<file path="config.mk">
export PLATFORM = sky130hd
export DESIGN_NAME = demux4_pingpong
export DESIGN_NICKNAME = d
export VERILOG_FILES = /design/src/rtl/demux4_pingpong.sv
export SDC_FILE = /design/constraint.sdc
export NUM_CORES = 1
export LEC_CHECK = 0
export ABC_AREA = 1
export CAP_MARGIN = 20
export CORE_MARGIN = 10
export CORE_UTILIZATION = 39
export DETAILED_ROUTE_END_ITERATION = 8
export HOLD_SLACK_MARGIN = 0.12
export PLACE_DENSITY = 0.86
export SYNTH_ARGS = -nofsm -noshare
export SYNTH_HDL_FRONTEND = slang
export SYNTH_SLANG_ARGS = --single-unit
</file>
<file path="constraint.sdc">
create_clock -name clk -period 1.2 [get_ports clk]
set_input_delay 0.36 -clock clk [delete_from_list [all_inputs] [get_ports clk]]
set_output_delay 0.36 -clock clk [all_outputs]
set_load 0.005 [all_outputs]
</file>
<file path="src/rtl/demux4_pingpong.sv">
// demux4_pingpong: write side of the two-bank pixel buffer feeding the
// 4-lane 2:1 output mux. Groups of four samples are written alternately into
// bank 0 and bank 1. rd_sel steers the mux so the reader always sees a full
// bank while the other bank refills.
// Optional feature: define DEMUX4_STALL_CNT_EN to count cycles in which an
// input group is offered but the buffer cannot accept it.
module demux4_pingpong #(
  parameter int unsigned WIDTH = 17
) (
  input  logic             clk,
  input  logic             rst_n,
  input  logic             in_valid,
  output logic             in_ready,
  input  logic [WIDTH-1:0] in_0,
  input  logic [WIDTH-1:0] in_1,
  input  logic [WIDTH-1:0] in_2,
  input  logic [WIDTH-1:0] in_3,
  output logic [WIDTH-1:0] out0_0,
  output logic [WIDTH-1:0] out1_0,
  output logic [WIDTH-1:0] out2_0,
  output logic [WIDTH-1:0] out3_0,
  output logic [WIDTH-1:0] out0_1,
  output logic [WIDTH-1:0] out1_1,
  output logic [WIDTH-1:0] out2_1,
  output logic [WIDTH-1:0] out3_1,
  output logic [1:0]       bank_full,
  output logic             rd_valid,
  output logic             rd_sel,
  input  logic             rd_release,
  output logic [15:0]      stall_cnt
);

  typedef enum logic [1:0] {
    EMPTY = 2'd0,
    ONE   = 2'd1,
    TWO   = 2'd2
  } occ_t;

  logic [WIDTH-1:0] bank0 [4];
  logic [WIDTH-1:0] bank1 [4];
  logic             wr_sel;
  logic             wr_en;
  logic             rel_en;
  occ_t             occ;

  // Handshake: readiness depends only on registered state, never on rd_release
  always_comb begin
    in_ready = ~bank_full[wr_sel];
    rd_valid = bank_full[rd_sel];
    wr_en    = in_valid & in_ready;
    rel_en   = rd_release & rd_valid;
  end

  // Bank contents, full flags, pointers and occupancy; a write and a release
  // in the same cycle always target different banks, so both apply together
  always_ff @(posedge clk or negedge rst_n) begin
    if (!rst_n) begin
      for (int unsigned i = 0; i < 4; i++) begin
        bank0[i] <= '0;
        bank1[i] <= '0;
      end
      bank_full <= '0;
      wr_sel    <= 1'b0;
      rd_sel    <= 1'b0;
      occ       <= EMPTY;
    end else begin
      if (wr_en) begin
        if (wr_sel) begin
          bank1[0] <= in_0;
          bank1[1] <= in_1;
          bank1[2] <= in_2;
          bank1[3] <= in_3;
        end else begin
          bank0[0] <= in_0;
          bank0[1] <= in_1;
          bank0[2] <= in_2;
          bank0[3] <= in_3;
        end
        bank_full[wr_sel] <= 1'b1;
        wr_sel            <= ~wr_sel;
      end
      if (rel_en) begin
        bank_full[rd_sel] <= 1'b0;
        rd_sel            <= ~rd_sel;
      end
      case (occ)
        EMPTY:   if (wr_en) occ <= ONE;
        ONE:     if (wr_en && !rel_en) occ <= TWO;
                 else if (rel_en && !wr_en) occ <= EMPTY;
        TWO:     if (rel_en) occ <= ONE;
        default: occ <= EMPTY;
      endcase
    end
  end

  // Occupancy must always agree with the per-bank full flags
  always_ff @(posedge clk) begin
    if (rst_n) begin
      assert (occ == ((bank_full == 2'b11) ? TWO :
                      (bank_full == 2'b00) ? EMPTY : ONE));
    end
  end

  always_comb begin
    out0_0 = bank0[0];
    out1_0 = bank0[1];
    out2_0 = bank0[2];
    out3_0 = bank0[3];
    out0_1 = bank1[0];
    out1_1 = bank1[1];
    out2_1 = bank1[2];
    out3_1 = bank1[3];
  end

`ifdef DEMUX4_STALL_CNT_EN
  // Saturating count of cycles where upstream offers a group that is refused
  always_ff @(posedge clk or negedge rst_n) begin
    if (!rst_n) begin
      stall_cnt <= '0;
    end else if (in_valid && !in_ready && stall_cnt != 16'hFFFF) begin
      stall_cnt <= stall_cnt + 16'd1;
    end
  end
`else
  assign stall_cnt = 16'd0;
`endif

endmodule
</file>
==> summary.txt <==
Status
  • Outcome: complete, but fails checks
  • Failing checks: setup timing

Layout
  • Layout Utilization: 70.36%
  • Area grow syn2layout: 76.87%
  • Layout net count: 1065
  • Antenna Cells: 0
  • Share of post-route cells with drive strength above 1: 43.34%

Yosys
  • Post-Syn Area: ~0.0058 mm^2
  • Syn avg cell area: 9.048 um^2
  • Most used flip-flop cell after synthesis: dfrtp_1
  • Register area share after synthesis: around 61%
  • Area contributors post-synth: dfrtp_1 (61%), nand2_1 (18%), nand4_1 (7.4%), nand3_1 (6.0%), buf_4 (2.6%)
  • Synth cell count leaders: nand2_1 (278), dfrtp_1 (140), nand3_1 (69)
  • Number of synthesis warnings: 0
  • Yosys reg bits: 140
  • Most common cell in the netlist: nand2_1
  • Share of the synthesized area in the top cell type: 60.59%
  • FFs w/ async S/R, synth: 100.0%
  • Number of synthesized flops with an enable pin: 0
  • Area leader, netlist: dfrtp_1
  • Netlist cell types: 19
  • Post-Synthesis Cells: around 640

Route
  • Detailed-route via count: 6294
  • Drt wl/cell: 20.85 um
  • Remaining antenna violation count after routing: 0
  • # DRC: 0
  • DR iter-0 viols: 424
  • 1st-pass router iterations: 5
  • Final wirelength: 24820 um
  • Vias/cell: 5.289

Placed design
  • Post-DP HPWL: 13150 um
  • Pre-CTS WS: -322.6 ps
  • Final GP Congestion: between 0.8 and 0.9
  • IO Port Bufs: between 200 and 250

STA
  • Total Neg Setup Slack: -40320 ps
  • Hold_ws: 362.3 ps
  • Fin crit period: 1607 ps
  • Fmax: 622.1 MHz
  • Final WS setup: -407.4 ps
  • Clock skew: 10.15 ps
  • Setup-failing EPs final: around 280
  • Final slew viol count: 0
  • Fin crit share: 134.0%
  • RSZ-0062 raised after global routing: yes
  • Final Hold Viols: 0

Hold path
  • Hold/Removal Path Class: in -> async

Clock network
  • CTS sink cnt: between 100 and 150
  • Htree depth: 4
  • Root Driver: clkbuf_16
  • Bufs on Longest Clock Path: 2
  • Clock Latency Late Sink: 420 ps
  • CTS Buf Count: 17
  • CTS tree: yes
  • CTS clock-pin slew for the worst setup and hold paths: 60 ps

Worst setup path
  • Setup slack, reg-to-reg: -380 ps
  • CP endpoint kind: primary output
  • Worst-path fanout max: 2
  • CP Class: reg -> out
  • Worst path arrival time: between 1000 and 1500 ps
  • Worst Path Required: 840 ps
  • R2r worst-path depth: 10
  • Reg2Reg Launch Point: bank_full[0]
  • Worst flop-to-flop path endpoint: out0_0[1]
  • CP Launch Type: flop

Pwr
  • Logic pwr share: 51.9%
  • Leakage: 5.458 nW
  • Internal: around 0.018 W
  • Sw power: 0.01001 W
  • Reg power frac: about 30%
  • Clock power share: between 10% and 20%
  • Switching Fraction: 36.28%
  • Worst IR Drop VDD: 1.162 mV
  • Power per cell area: 2697 mW/mm^2

Flow run
  • Max Cap Viol: 0

Global routing
  • Vias in the first global route: 5755
  • Total track usage: 21.03%
  • Initial antenna violation count: 0
  • GR Overflow Total: 0
  • Largest net degree at the start of global routing: 73
  • Global-route wire length before repair: around 33000 um

Floorplanning
  • Die X: approximately 140 um
  • Row Count: 44
  • Die area: 0.02010 mm^2
  • Initial core utilization: roughly two fifths
  • Chip Height: 141.8 um
  • Ports: between 200 and 250
  • CORE AREA: 0.01453 mm^2
[sequential cells by signal, summed over array words and instances (netlist names)]
register / count
out0_0: 17
out0_1: 17
out1_0: 17
out1_1: 17
out2_0: 17
out2_1: 17
out3_0: 17
out3_1: 17
bank_full: 2
rd_sel: 1
wr_sel: 1
[critical path, stage by stage (launching register included)]
cell      delay [ps]
dfrtp_1          400
buf_6            130
nor2_4            70
o21bai_1         100
buf_2            130
[area by class of cell]
class                   count  area (um^2)
clock buffers              21        450.4
clock inverters            11        120.1
fillers                  1030         4308
inverters                   5        26.28
multi-input cells         442         2340
flip-flops and latches    140         3505
well taps                 184        230.2
repair buffers            387         3555
[timing repair]
| item | in CTS | in global routing |
|---|---|---|
| setup endpoints to repair | 278 | 279 |
| gates cloned | 13 | 13 |
| endpoints found under the hold margin | 140 | 0 |
| pin swaps | 1 | 31 |
| hold buffers | 1 | 0 |
| buffers inserted | 61 | 59 |
| gates resized for setup | 589 | 116 |
[cells by family (layout without fill, tap and decap cells)]
logic type	count (synthesis)	in the layout	synth area share [%]
flops	140	140	60.59
compound gates	4	4	0.3895
simple gates	421	422	32.05
buf+inv	73	424	6.903
other cells	1	16	0.06486
[per-layer routing]
metal	vias up	track usage [%]	part of all wire, %
li1	2805	-	-
met1	3055	25.45	38
met2	390	34.85	51
met3	44	6.876	9.6
met4	0	6.294	2.1
met5	-	0	0
[how the worst max path moves through the flow]
stage / startpoint / endpoint
finish: bank_full[0] / in_ready
global route: bank_full[0] / in_ready
CTS: bank_full[0] / in_ready
detailed placement: wr_sel / in_ready
global placement: wr_sel / in_ready
floorplan: wr_sel / in_ready
[cell usage in the layout, fill, tap and decap left out, types with 2 or more instances in the layout]
| cell type | n |
|---|---|
| clkbuf_16 | 28 |
| inv_1 | 3 |
| dfrtp_1 | 139 |
| buf_6 | 11 |
| clkdlybuf4s50_1 | 69 |
| buf_16 | 12 |
| clkbuf_1 | 3 |
| buf_4 | 118 |
| nand4_1 | 68 |
| nand2_2 | 36 |
| nand3_1 | 37 |
| nor2_1 | 3 |
| a21oi_1 | 2 |
| nand3_2 | 32 |
| clkinvlp_4 | 3 |
| bufinv_16 | 2 |
| buf_2 | 138 |
| nand2_1 | 227 |
| nand2_8 | 2 |
| clkinv_4 | 2 |
| nand2_4 | 15 |
| buf_12 | 25 |
| conb_1 | 16 |
| clkinv_2 | 4 |
[through the flow]
step                cells  power, W  cell area, um^2
CTS                  1120   0.02443             9059
floorplan             654   0.01175             5842
finish               1190   0.02758            10230
detailed placement   1013   0.01845             8180
global route         1190   0.02901            10230
global placement     1013   0.01814             8180
[power groups by stage]
stage / Sequential, W / Clock, W / Combinational, W
floorplan: 0.00825 / 0 / 0.00350
global placement: 0.00808 / 0 / 0.0101
detailed placement: 0.00815 / 0 / 0.0103
CTS: 0.00799 / 0.00517 / 0.0113
global route: 0.00831 / 0.00542 / 0.0153
finish: 0.00814 / 0.00513 / 0.0143
(Power assumes the default switching activity.)
